[src/rtl/ps2_pkg.sv]
// ps2_pkg: shared types and constants for the PS/2 frame receiver.
//   ps2_state_e         receiver FSM state encoding
//   PS2_FRAME_BITS      start + 8 data + parity + stop
//   PS2_DATA_BITS       data bits per frame
//   PS2_TIMEOUT_DEFAULT default mid-frame inactivity limit in clk cycles
//   PS2_TO_WIDTH        width of the inactivity counter
package ps2_pkg;

    typedef enum logic [1:0] {
        ST_IDLE   = 2'd0,
        ST_DATA   = 2'd1,
        ST_PARITY = 2'd2,
        ST_STOP   = 2'd3
    } ps2_state_e;

    localparam int PS2_FRAME_BITS      = 11;
    localparam int PS2_DATA_BITS       = PS2_FRAME_BITS - 3;
    localparam int PS2_TIMEOUT_DEFAULT = 50000;
    localparam int PS2_TO_WIDTH        = 17;

endpackage

[src/rtl/ps2_sync_edge.sv]
// ps2_sync_edge: brings the raw PS/2 clock/data pair into the clk domain and
// flags falling edges of the PS/2 clock.
//   clk, rst    system clock, async active-high reset
//   ps2_clk_i   raw PS/2 clock line (idle high)
//   ps2_data_i  raw PS/2 data line (idle high)
//   fall_o      one-cycle pulse on a synchronized PS/2 clock falling edge
//   data_o      synchronized PS/2 data
module ps2_sync_edge (
    input  logic clk,
    input  logic rst,
    input  logic ps2_clk_i,
    input  logic ps2_data_i,
    output logic fall_o,
    output logic data_o
);

    logic clk_meta_q, clk_sync_q, clk_prev_q;
    logic data_meta_q, data_sync_q;

    // Flops reset to the idle-high line level so leaving reset never looks
    // like a falling edge.
    always_ff @(posedge clk or posedge rst) begin
        if (rst) begin
            clk_meta_q  <= 1'b1;
            clk_sync_q  <= 1'b1;
            clk_prev_q  <= 1'b1;
            data_meta_q <= 1'b1;
            data_sync_q <= 1'b1;
        end else begin
            clk_meta_q  <= ps2_clk_i;
            clk_sync_q  <= clk_meta_q;
            clk_prev_q  <= clk_sync_q;
            data_meta_q <= ps2_data_i;
            data_sync_q <= data_meta_q;
        end
    end

    assign fall_o = clk_prev_q & ~clk_sync_q;
    assign data_o = data_sync_q;

endmodule

[src/rtl/ps2_frame_rx.sv]
// ps2_frame_rx: receives 11-bit PS/2 device frames and writes good bytes to a
// downstream FIFO.
//   clk, rst      system clock, async active-high reset
//   ps2_clk       raw PS/2 clock, ps2_data raw PS/2 data
//   fifo_full     downstream FIFO full flag
//   fifo_data     last received byte (held between writes)
//   fifo_wr_en    one-cycle write strobe, fifo_wr_cs mirrors it
//   frame_err     one-cycle pulse on parity, stop-bit or timeout error
//   overflow_cnt  saturating count of good frames dropped on fifo_full
//   busy          high while a frame is in progress
//
// state  | meaning
// IDLE   | waiting for a start bit (falling edge with data low)
// DATA   | shifting in 8 data bits, LSB first
// PARITY | capturing the parity bit
// STOP   | waiting for the stop bit, then judging the frame
module ps2_frame_rx
    import ps2_pkg::*;
#(
    parameter int TIMEOUT_CYCLES = PS2_TIMEOUT_DEFAULT,
    parameter int DATA_WIDTH     = 8
) (
    input  logic                  clk,
    input  logic                  rst,
    input  logic                  ps2_clk,
    input  logic                  ps2_data,
    input  logic                  fifo_full,
    output logic [DATA_WIDTH-1:0] fifo_data,
    output logic                  fifo_wr_cs,
    output logic                  fifo_wr_en,
    output logic                  frame_err,
    output logic [7:0]            overflow_cnt,
    output logic                  busy
);

    localparam logic [PS2_TO_WIDTH-1:0] TO_LAST  = PS2_TO_WIDTH'(TIMEOUT_CYCLES - 1);
    localparam logic [PS2_TO_WIDTH-1:0] TO_ONE   = PS2_TO_WIDTH'(1);
    localparam logic [2:0]              BIT_LAST = 3'(PS2_DATA_BITS - 1);

    logic fall, dat;

    ps2_sync_edge u_sync (
        .clk        (clk),
        .rst        (rst),
        .ps2_clk_i  (ps2_clk),
        .ps2_data_i (ps2_data),
        .fall_o     (fall),
        .data_o     (dat)
    );

    ps2_state_e              state_q,  state_d;
    logic [DATA_WIDTH-1:0]   shift_q,  shift_d;
    logic [2:0]              bit_cnt_q, bit_cnt_d;
    logic                    parity_q, parity_d;
    logic [PS2_TO_WIDTH-1:0] to_cnt_q, to_cnt_d;
    logic                    wr_en_q,  wr_en_d;
    logic                    err_q,    err_d;
    logic [DATA_WIDTH-1:0]   data_q,   data_d;
    logic [7:0]              ovf_q,    ovf_d;

    always_ff @(posedge clk or posedge rst) begin
        if (rst) begin
            state_q   <= ST_IDLE;
            shift_q   <= '0;
            bit_cnt_q <= '0;
            parity_q  <= 1'b0;
            to_cnt_q  <= '0;
            wr_en_q   <= 1'b0;
            err_q     <= 1'b0;
            data_q    <= '0;
            ovf_q     <= '0;
        end else begin
            state_q   <= state_d;
            shift_q   <= shift_d;
            bit_cnt_q <= bit_cnt_d;
            parity_q  <= parity_d;
            to_cnt_q  <= to_cnt_d;
            wr_en_q   <= wr_en_d;
            err_q     <= err_d;
            data_q    <= data_d;
            ovf_q     <= ovf_d;
        end
    end

    always_comb begin
        state_d   = state_q;
        shift_d   = shift_q;
        bit_cnt_d = bit_cnt_q;
        parity_d  = parity_q;
        wr_en_d   = 1'b0;
        err_d     = 1'b0;
        data_d    = data_q;
        ovf_d     = ovf_q;
        to_cnt_d  = (state_q == ST_IDLE || fall) ? '0 : to_cnt_q + TO_ONE;

        case (state_q)
            ST_IDLE: begin
                // A falling edge with data high is line noise, not a start bit.
                if (fall && !dat) begin
                    state_d   = ST_DATA;
                    bit_cnt_d = '0;
                end
            end
            ST_DATA: begin
                if (fall) begin
                    shift_d   = {dat, shift_q[DATA_WIDTH-1:1]};
                    bit_cnt_d = bit_cnt_q + 3'd1;
                    if (bit_cnt_q == BIT_LAST) begin
                        state_d = ST_PARITY;
                    end
                end
            end
            ST_PARITY: begin
                if (fall) begin
                    parity_d = dat;
                    state_d  = ST_STOP;
                end
            end
            ST_STOP: begin
                if (fall) begin
                    state_d = ST_IDLE;
                    if (dat && (^{shift_q, parity_q})) begin
                        if (fifo_full) begin
                            ovf_d = (ovf_q == 8'hFF) ? ovf_q : ovf_q + 8'd1;
                        end else begin
                            wr_en_d = 1'b1;
                            data_d  = shift_q;
                        end
                    end else begin
                        err_d = 1'b1;
                    end
                end
            end
            default: state_d = ST_IDLE;
        endcase

        // An edge in the same cycle keeps the frame alive.
        if (state_q != ST_IDLE && !fall && to_cnt_q == TO_LAST) begin
            state_d   = ST_IDLE;
            bit_cnt_d = '0;
            err_d     = 1'b1;
        end
    end

    assign fifo_data    = data_q;
    assign fifo_wr_en   = wr_en_q;
    assign fifo_wr_cs   = wr_en_q;
    assign frame_err    = err_q;
    assign overflow_cnt = ovf_q;
    assign busy         = (state_q != ST_IDLE);

endmodule

[config.mk]
export PLATFORM = sky130hd
export DESIGN_NAME = ps2_frame_rx
export DESIGN_NICKNAME = d
export VERILOG_FILES = /design/src/rtl/ps2_pkg.sv /design/src/rtl/ps2_sync_edge.sv /design/src/rtl/ps2_frame_rx.sv
export SDC_FILE = /design/constraint.sdc
export NUM_CORES = 1
export LEC_CHECK = 0
export ABC_AREA = 1
export ABC_CLOCK_PERIOD_IN_PS = 3600
export CAP_MARGIN = 20
export CORE_ASPECT_RATIO = 1.25
export CORE_MARGIN = 10
export CORE_UTILIZATION = 45
export DETAILED_ROUTE_END_ITERATION = 6
export SYNTH_ARGS = -nofsm -noshare
export SYNTH_HDL_FRONTEND = slang
export SYNTH_SLANG_ARGS = --single-unit
[constraint.sdc]
create_clock -name clk -period 3.6 [get_ports clk]
set_clock_uncertainty 0.05 [all_clocks]
set_input_delay 0.72 -clock clk [delete_from_list [all_inputs] [get_ports clk]]
set_output_delay 0.72 -clock clk [all_outputs]
set_load 0.05 [all_outputs]
==> flow_summary.yaml, run 1 <==
sta:
  setup_ws_ns: 0.8916
  relSlewSlack: 0.6518
  hold_ws_ns: 0.3122
  hold_violations: 0
  slew_violations: 0
  min_period_ns: 2.708
  finalSetupViolations: 0
  fmax_mhz: 369.2
  tightestPinTransition_ns: 0.5206
  period_share: 0.7523
  rsz0062_at_grt: "no"
  tns_ns: 0
power_and_ir_drop:
  switching_power_uw: 972.4
  power.share.switching: 0.4540
  p_leak_uw: 0.001697
  pwr-share-seq: 0.373
  p_comb_frac: 0.461
  clockPowerShare: 0.166
  p_int_uw: 1169
  max-vdd-ir-drop_v: 0.0002550
  power_density_nw_per_um2: 612.2
clock_tree:
  htree_num_levels: 2
  cts_made_buffers: 5
  cts.sinks: 54
  postCtsSetupBuffers: 0
  cts.path.max_buffers: 2
  tritoncts: "yes"
  post_cts_resized: 0
  clkLatencyLatePin_ns: 0.31
  path_clk_slew_ns: 0.10
  ctsHoldBuffers: 0
  clockRootBuffer: "clkbuf_8"
global_route:
  grt_pass1_vias: 2512
  antenna_found_initial: 0
  grt_overflow: 0
  grt_pass1_wl_um: 11040
  grtUsageTotal: 0.1231
  grt_max_degree: 23
layout:
  mostFrequentLayoutCells: "nand2_1 (117), dfrtp_1 (49), inv_1 (42), nor2_1 (25), clkdlybuf4s50_1 (24)"
  nFillCells: 642
  areaGrowthSynthToFinish_pct: 13.75
  final_nets: 427
  final_common_cell: "nand2_1"
  antenna_cells: 0
  drive_above_1_share: 0.1473
critical_path:
  crit_chain: "inv_1 -> ha_1 -> inv_1 -> clkdlybuf4s50_1"
  crit_arrival_ns: 1.94
  max_stage_delay_ns: 0.81
  crit_required_ns: 2.83
  worstReg2RegStart: "state_q[0]"
  cp-start-kind: "register"
  reg2reg_to: "bit_cnt_q[2]"
  crit_path_end_kind: "output port"
  cp_top_family: "buffers and inverters"
  slowest_stage: "clkdlybuf4s50_1"
  cp_max_fo: 4
  rr_worst_depth: 10
  path_common_cell: "inv_1"
  ff2ff_setup_slack_ns: 1.71
  cp_num_buf_inv: 3
  worst-setup-path-type: "reg2out"
placement:
  portBuffers: 24
  dpl.hpwl_um: 4793
  post-place-ws_ns: 1.226
  gp_congestion: 0.8458
floorplan:
  start_util: 0.4655
  row_count: 33
  die_h_um: 112.4
  core_region_area_um2: 6606
  dieWidth_um: 93.94
  fp.dieArea_um2: 10560
  ioPinCount: 25
synth:
  synth_area_per_cell_um2: 7.988
  synth_nets: 399
  synth_area_leaders: "dfrtp_1 (40%), nand2_1 (14%), inv_1 (5.2%)"
  yosys_warnings: 0
  netlist_area_um2: 3075
  ys_types: 34
  synth_top_area_cell: "dfrtp_1"
  ys_seq_area_frac: 0.4414
  synthCells: 385
  synth_top_area_frac: 0.3987
  yosys_register_bits: 54
run_status:
  status: "finished, final reports clean"
hold_path:
  whs_path_depth: 0
  timing.hold.worst_endpoint: "u_sync.clk_sync_q"
  hp-start: "u_sync.clk_meta_q"
  hold_path_class: "reg2reg"
routing:
  wirelength_um: 6128
  dr_total_vias: 2457
  drt_iter0_markers: 88
  first_pass_iters: 4
  ant_nets: 0
  post_drt_wl_per_cell_um: 12.23
  drc: 0
  routed_via_density: 4.904
flow_run:
  cap_violations: 0
## state kept, by name, indices dropped and copies added, names as in the netlist
signal,cells
state_q,2
frame_err,1
u_sync.clk_sync_q,1
u_sync.data_meta_q,1
fifo_data,8
shift_q,8
fifo_wr_cs,1
bit_cnt_q,3
u_sync.clk_prev_q,1
u_sync.clk_meta_q,1
to_cnt_q,17
overflow_cnt,8
u_sync.data_o,1
parity_q,1
## layer usage
layer / up-vias / wire length [um] / global-route usage
met5: - / 0 / 0
met2: 33 / 3161 / 0.2236
li1: 1274 / - / -
met3: 9 / 273 / 0.02733
met1: 1141 / 2604 / 0.1357
met4: 0 / 90 / 0.04162
## Yosys cell counts
library cell	number
a21oi_4	1
nand4_1	21
buf_8	1
nor3_2	1
o21ai_0	19
xnor2_1	1
a211oi_1	1
a21oi_1	9
nor2_4	3
nor4_1	1
nor2_1	25
dfrtp_1	49
nand2_1	117
buf_4	1
nand3_4	1
clkbuf_1	1
inv_1	43
nor2_2	6
nand4_4	2
nor3b_2	1
nand3b_1	1
or2_0	1
xor2_1	9
nand2_2	11
or2_2	1
nand2_4	3
inv_2	9
nand3_1	18
ha_1	9
nand3_2	6
dfstp_2	5
clkinv_1	4
buf_2	2
nor3_1	2
## worst max path at each step
stage	cells past startpoint	slack (ns)	endpoint	from
2_1_floorplan	1	1.52	bit_cnt_q[0]	rst
4_1_cts	4	0.87	busy	state_q[0]
3_3_place_gp	4	1.26	busy	state_q[0]
3_5_place_dp	4	1.23	busy	state_q[0]
6_report	4	0.89	busy	state_q[0]
5_1_grt	4	0.76	busy	state_q[0]
## worst register-to-register path, cell delays in order, from the launching register on
cell	delay, ns
dfrtp_1	0.41
inv_1	0.10
ha_1	0.21
inv_1	0.10
nand2_2	0.17
inv_1	0.30
nand4_1	0.19
nand4_1	0.11
inv_1	0.06
nand2_1	0.05
nand2_1	0.05
## cell families (layout without fill, tap and decap cells)
family | after synthesis | after routing | share of synthesized area
XOR/XNOR | 10 | 10 | 0.02848
buffers and inverters | 61 | 90 | 0.08014
AND/OR/NAND/NOR | 221 | 221 | 0.3601
adder cells (fa/ha/maj) | 9 | 9 | 0.03662
flip-flops | 54 | 54 | 0.4414
AO/OA/AOI/OAI | 30 | 30 | 0.05330
## power by group through the flow
stage          sequential (uW)  clock [uW]  combinational [uW]
3_3_place_gp               808           0                 991
6_report                   798         356                 988
2_1_floorplan              839           0                 809
3_5_place_dp               812           0                1000
5_1_grt                    817         390                1130
4_1_cts                    800         372                1010
## per-stage QoR
stage	std cells	power (uW)	utilization	cell area, um^2
CTS	501	2179	0.5295	3498
floorplan	385	1648	-	3075
detailed placement	493	1815	0.5152	3403
global placement	493	1799	0.5152	3403
global route	501	2341	0.5295	3498
finish	501	2142	0.5295	3498
## area by class of cell
class	instances	area [um^2]	area share
repair buffers	26	255.2	0.07296
multi-input cells	270	1471	0.4206
inverters	56	210.2	0.06009
clock buffers	6	82.58	0.02361
well taps	87	108.9	0.03112
clock inverters	2	12.51	0.003577
flip-flops and latches	54	1358	0.3881
(Power assumes the default switching activity.)
==> run 2: changes to the inputs <==
--- a/config.mk
+++ b/config.mk
@@ -6,12 +6,13 @@
 export NUM_CORES = 1
 export LEC_CHECK = 0
 export ABC_AREA = 1
-export ABC_CLOCK_PERIOD_IN_PS = 3600
+export ABC_CLOCK_PERIOD_IN_PS = 2300
 export CAP_MARGIN = 20
 export CORE_ASPECT_RATIO = 1.25
 export CORE_MARGIN = 10
 export CORE_UTILIZATION = 45
 export DETAILED_ROUTE_END_ITERATION = 6
+export PLACE_DENSITY = 0.67
 export SYNTH_ARGS = -nofsm -noshare
 export SYNTH_HDL_FRONTEND = slang
 export SYNTH_SLANG_ARGS = --single-unit
==> constraint.sdc (replaced) <==
create_clock -name clk -period 2.3 [get_ports clk]
set_clock_uncertainty 0.05 [all_clocks]
set_input_delay 0.46 -clock clk [delete_from_list [all_inputs] [get_ports clk]]
set_output_delay 0.46 -clock clk [all_outputs]
set_load 0.05 [all_outputs]
==> run 2 against run 1 <==
- wire length increased by 0.42%
- clock power rose by 78%
- register-to-register slack got worse by 1.3 ns
==> flow_summary.yaml, run 2 (synthesis results as in run 1) <==
layout:
  nFillCells: 644
  largest-register: "to_cnt_q"
  mostFrequentLayoutCells: "nand2_1 (117), dfrtp_1 (49), inv_1 (42), nor2_1 (25), clkdlybuf4s50_1 (23)"
  antenna_cells: 0
  areaGrowthSynthToFinish_pct: 14.77
  drive_above_1_share: 0.1518
  final_nets: 428
  final_common_cell: "nand2_1"
  largest_reg_flops: 17
critical_path:
  crit_required_ns: 1.79
  cp_num_buf_inv: 1
  cp-start-kind: "register"
  crit_chain: "clkdlybuf4s50_1"
  worst-setup-path-type: "reg2out"
  cp_top_family: "buffers and inverters"
  crit_path_end_kind: "output port"
  cp_max_fo: 5
  slowest_stage: "clkdlybuf4s50_1"
  ff2ff_setup_slack_ns: 0.45
  max_stage_delay_ns: 0.84
  reg2reg_to: "bit_cnt_q[1]"
  rr_worst_depth: 12
  crit_arrival_ns: 1.59
  worstReg2RegStart: "state_q[0]"
hold_path:
  timing.hold.worst_endpoint: "u_sync.clk_sync_q"
  whs_path_depth: 0
  hold_path_class: "reg2reg"
  hp-start: "u_sync.clk_meta_q"
routing:
  dr_total_vias: 2466
  first_pass_iters: 4
  drt_iter0_markers: 102
  routed_via_density: 4.912
  post_drt_wl_per_cell_um: 12.26
  drc: 0
  wirelength_um: 6154
  ant_nets: 0
power_and_ir_drop:
  power_density_nw_per_um2: 980.9
  p_leak_uw: 0.001718
  max-vdd-ir-drop_v: 0.0003890
clock_tree:
  tritoncts: "yes"
  postCtsSetupBuffers: 0
  post_cts_resized: 0
  cts_made_buffers: 5
  htree_num_levels: 2
  ctsHoldBuffers: 0
  path_clk_slew_ns: 0.10
  clkLatencyLatePin_ns: 0.31
  cts.path.max_buffers: 2
  clockRootBuffer: "clkbuf_8"
  cts.sinks: 54
sta:
  rsz0062_at_grt: "no"
  setup_ws_ns: 0.2038
  tightestPinTransition_ns: 0.5074
  finalSetupViolations: 0
  min_period_ns: 2.096
  fmax_mhz: 477.1
  tns_ns: 0
  relSlewSlack: 0.6607
  hold_violations: 0
  period_share: 0.9114
  slew_violations: 0
floorplan:
  core_region_area_um2: 6606
  die_h_um: 112.4
  row_count: 33
  ioPinCount: 25
  start_util: 0.4655
  fp.dieArea_um2: 10560
  dieWidth_um: 93.94
global_route:
  antenna_found_initial: 0
  grtUsageTotal: 0.1232
  grt_max_degree: 55
  grt_pass1_wl_um: 11060
  grt_overflow: 0
  grt_pass1_vias: 2409
flow_run:
  cap_violations: 0
placement:
  portBuffers: 24
  dpl.hpwl_um: 4590
  post-place-ws_ns: 0.4236
  gp_congestion: 0.8602
run_status:
  status: "finished, final reports clean"
[run 2: cell count changes in the layout (fill, tap and decap cells not counted), sizes merged]
cell / before / now
buf: 2 / 4
bufinv: 0 / 1
clkbuf: 6 / 5
clkdlybuf4s50: 24 / 23
clkinv: 5 / 6
clkinvlp: 1 / 0
[run 2: report_power, final]
group | internal, uW | leakage, uW | switching [uW]
clock network | 321 | 0.0000579 | 311
registers | 1090 | 0.000725 | 166
logic | 510 | 0.000935 | 1060
total | 1920 | 0.00172 | 1540
[run 2: worst max path at each step]
stage,depth (start not counted),startpoint,endpoint
floorplan,12,state_q[0],bit_cnt_q[1]
global placement,6,fifo_full,overflow_cnt[7]
detailed placement,6,fifo_full,overflow_cnt[6]
CTS,1,overflow_cnt[6],overflow_cnt[6]
finish,1,overflow_cnt[6],overflow_cnt[6]
global route,1,overflow_cnt[0],overflow_cnt[0]
[run 2: routing by layer]
metal	share of wire	up-vias	global-route usage
li1	-	1270	-
met1	0.44	1155	0.1457
met2	0.51	31	0.2166
met3	0.042	10	0.02467
met4	0.013	0	0.03655
met5	0	-	0
[run 2: final cells by class]
type	instances	area, um^2	area share
clock inverters	3	40.04	0.01134
repair buffers	27	272.8	0.07728
flip-flops and latches	54	1358	0.3846
multi-input cells	270	1471	0.4169
clock buffers	5	68.82	0.01950
inverters	56	210.2	0.05955
well taps	87	108.9	0.03084
[run 2: metrics by stage]
step                      std cells  cell area [um^2]  total power (uW)  hold slack, ns  utilization
final                           502              3530              3462          0.3107       0.5343
after global placement          494              3421              2818          0.2958       0.5178
after CTS                       502              3530              3506          0.3122       0.5343
after global routing            502              3530              3745          0.3214       0.5343
after floorplan                 385              3075              2579          0.2952            -
after detailed placement        494              3421              2856          0.2968       0.5178
==> run 3: changes to the inputs <==
--- a/config.mk
+++ b/config.mk
@@ -6,13 +6,13 @@
 export NUM_CORES = 1
 export LEC_CHECK = 0
 export ABC_AREA = 1
-export ABC_CLOCK_PERIOD_IN_PS = 2300
+export ABC_CLOCK_PERIOD_IN_PS = 2400
 export CAP_MARGIN = 20
 export CORE_ASPECT_RATIO = 1.25
 export CORE_MARGIN = 10
 export CORE_UTILIZATION = 45
 export DETAILED_ROUTE_END_ITERATION = 6
-export PLACE_DENSITY = 0.67
+export REMOVE_ABC_BUFFERS = 1
 export SYNTH_ARGS = -nofsm -noshare
 export SYNTH_HDL_FRONTEND = slang
 export SYNTH_SLANG_ARGS = --single-unit
==> constraint.sdc (replaced) <==
create_clock -name clk -period 2.4 [get_ports clk]
set_clock_uncertainty 0.05 [all_clocks]
set_input_delay 0.48 -clock clk [delete_from_list [all_inputs] [get_ports clk]]
set_output_delay 0.48 -clock clk [all_outputs]
set_load 0.05 [all_outputs]
==> run 3 against run 2 <==
- clock power down 18%
- via count decreased by 0.28%
- wire length is 1.5% lower
- total power shrank 7.3%
- final cell count down 0.20%
- sequential power fell by 4%
- clock-buffer cell count increased by 2
- first-iteration DRC count fell by 26%
- combinational power is 6% lower
- utilization shrank 0.38 points
- hold slack got worse by 0.0012 ns
- critical path depth unchanged
- critical path type unchanged
- critical endpoint is now overflow_cnt[2]
==> flow_summary.yaml, run 3 (synthesis results as in run 1) <==
sta:
  fmax_mhz: 476.7
  tightestPinTransition_ns: 0.5092
  finalSetupViolations: 0
  min_period_ns: 2.098
  rsz0062_at_grt: "no"
  tns_ns: 0
  period_share: 0.8741
  relSlewSlack: 0.6595
  hold_violations: 0
  slew_violations: 0
clock_tree:
  clockRootBuffer: "clkbuf_8"
  cts_made_buffers: 5
  post_cts_resized: 0
  htree_num_levels: 2
  ctsHoldBuffers: 0
  path_clk_slew_ns: 0.09
  tritoncts: "yes"
  cts.sinks: 54
  clkLatencyLatePin_ns: 0.30
  cts.path.max_buffers: 2
  postCtsSetupBuffers: 0
layout:
  final_area_um2: 3505
  final_nets: 427
  largest-register: "to_cnt_q"
  largest_reg_flops: 17
  mostFrequentLayoutCells: "nand2_1 (117), dfrtp_1 (49), inv_1 (42), nor2_1 (25), clkdlybuf4s50_1 (23)"
  drive_above_1_share: 0.1473
  final_cells: 501
  nFillCells: 631
  final_common_cell: "nand2_1"
  areaGrowthSynthToFinish_pct: 13.95
  antenna_cells: 0
routing:
  dr_total_vias: 2459
  drc: 0
  wirelength_um: 6063
  ant_nets: 0
  drt_iter0_markers: 75
  routed_via_density: 4.908
  post_drt_wl_per_cell_um: 12.10
  first_pass_iters: 4
floorplan:
  dieWidth_um: 93.94
  ioPinCount: 25
  die_h_um: 112.4
  row_count: 33
  fp.dieArea_um2: 10560
  core_region_area_um2: 6606
  start_util: 0.4655
placement:
  placed_area_um2: 3413
  portBuffers: 24
  dpl.hpwl_um: 4637
  gp_congestion: 0.8550
  dp_cells: 493
run_status:
  status: "finished, final reports clean"
power_and_ir_drop:
  pwr-share-seq: 0.376
  max-vdd-ir-drop_v: 0.0004444
  p_int_uw: 1764
  switching_power_uw: 1445
  clockPowerShare: 0.162
  power_density_nw_per_um2: 915.8
  p_leak_uw: 0.001703
  power.share.switching: 0.4502
  p_comb_frac: 0.462
  total_power_uw: 3209
critical_path:
  crit_chain: "clkdlybuf4s50_1"
  crit_arrival_ns: 1.57
  worst-setup-path-type: "reg2out"
  cp_top_family: "buffers and inverters"
  crit_path_end_kind: "output port"
  ff2ff_setup_slack_ns: 0.59
  crit_required_ns: 1.87
  max_stage_delay_ns: 0.83
  slowest_stage: "clkdlybuf4s50_1"
  cp_max_fo: 5
  cp_num_buf_inv: 1
  cp-start-kind: "register"
flow_run:
  cap_violations: 0
global_route:
  antenna_found_initial: 0
  grt_pass1_vias: 2426
  grt_pass1_wl_um: 10930
  grt_max_degree: 38
  grtUsageTotal: 0.1241
  grt_overflow: 0
hold_path:
  hold_path_class: "reg2reg"
run 3: metrics by stage:
step	hold WS [ns]	worst slack, ns	utilization
after floorplan	0.2952	0.4167	-
after global placement	0.2957	0.5261	0.5167
after detailed placement	0.2970	0.5119	0.5167
after CTS	0.3113	0.2736	0.5305
after global routing	0.3209	0.2195	0.5305
final	0.3095	0.3022	0.5305
run 3: per-layer routing:
| layer | vias to the layer above | routed length (um) | track usage |
|---|---|---|---|
| met5 | - | 0 | 0 |
| met4 | 0 | 74 | 0.03350 |
| met3 | 6 | 214 | 0.02467 |
| met2 | 32 | 3259 | 0.2314 |
| met1 | 1146 | 2515 | 0.1369 |
| li1 | 1275 | - | - |
run 3: final cells by class:
class                           instances  area, um^2  share of cell area
Clock buffer                            7       86.33             0.02463
Clock inverter                          1       5.005            0.001428
Sequential cell                        54        1358              0.3874
Timing Repair Buffer                   26       265.3             0.07569
Inverter                               56       210.2             0.05998
Tap cell                               87       108.9             0.03106
Multi-Input combinational cell        270        1471              0.4198
run 3: power groups by stage:
stage	combinational [uW]	sequential [uW]	clock, uW
finish	1480	1210	520
global route	1700	1230	580
CTS	1510	1210	551
detailed placement	1500	1230	0
global placement	1490	1220	0
floorplan	1110	1260	0
run 3: worst paths after layout:
check                                     to              start  depth (start not counted)
min in group asynchronous        to_cnt_q[2]                rst                          2
hold reg to reg            u_sync.clk_sync_q  u_sync.clk_meta_q                          0
setup / recovery             overflow_cnt[2]    overflow_cnt[2]                          1
hold / removal             u_sync.clk_sync_q  u_sync.clk_meta_q                          0
setup reg to reg                bit_cnt_q[2]         state_q[0]                         12
max in group asynchronous  u_sync.clk_sync_q                rst                          3
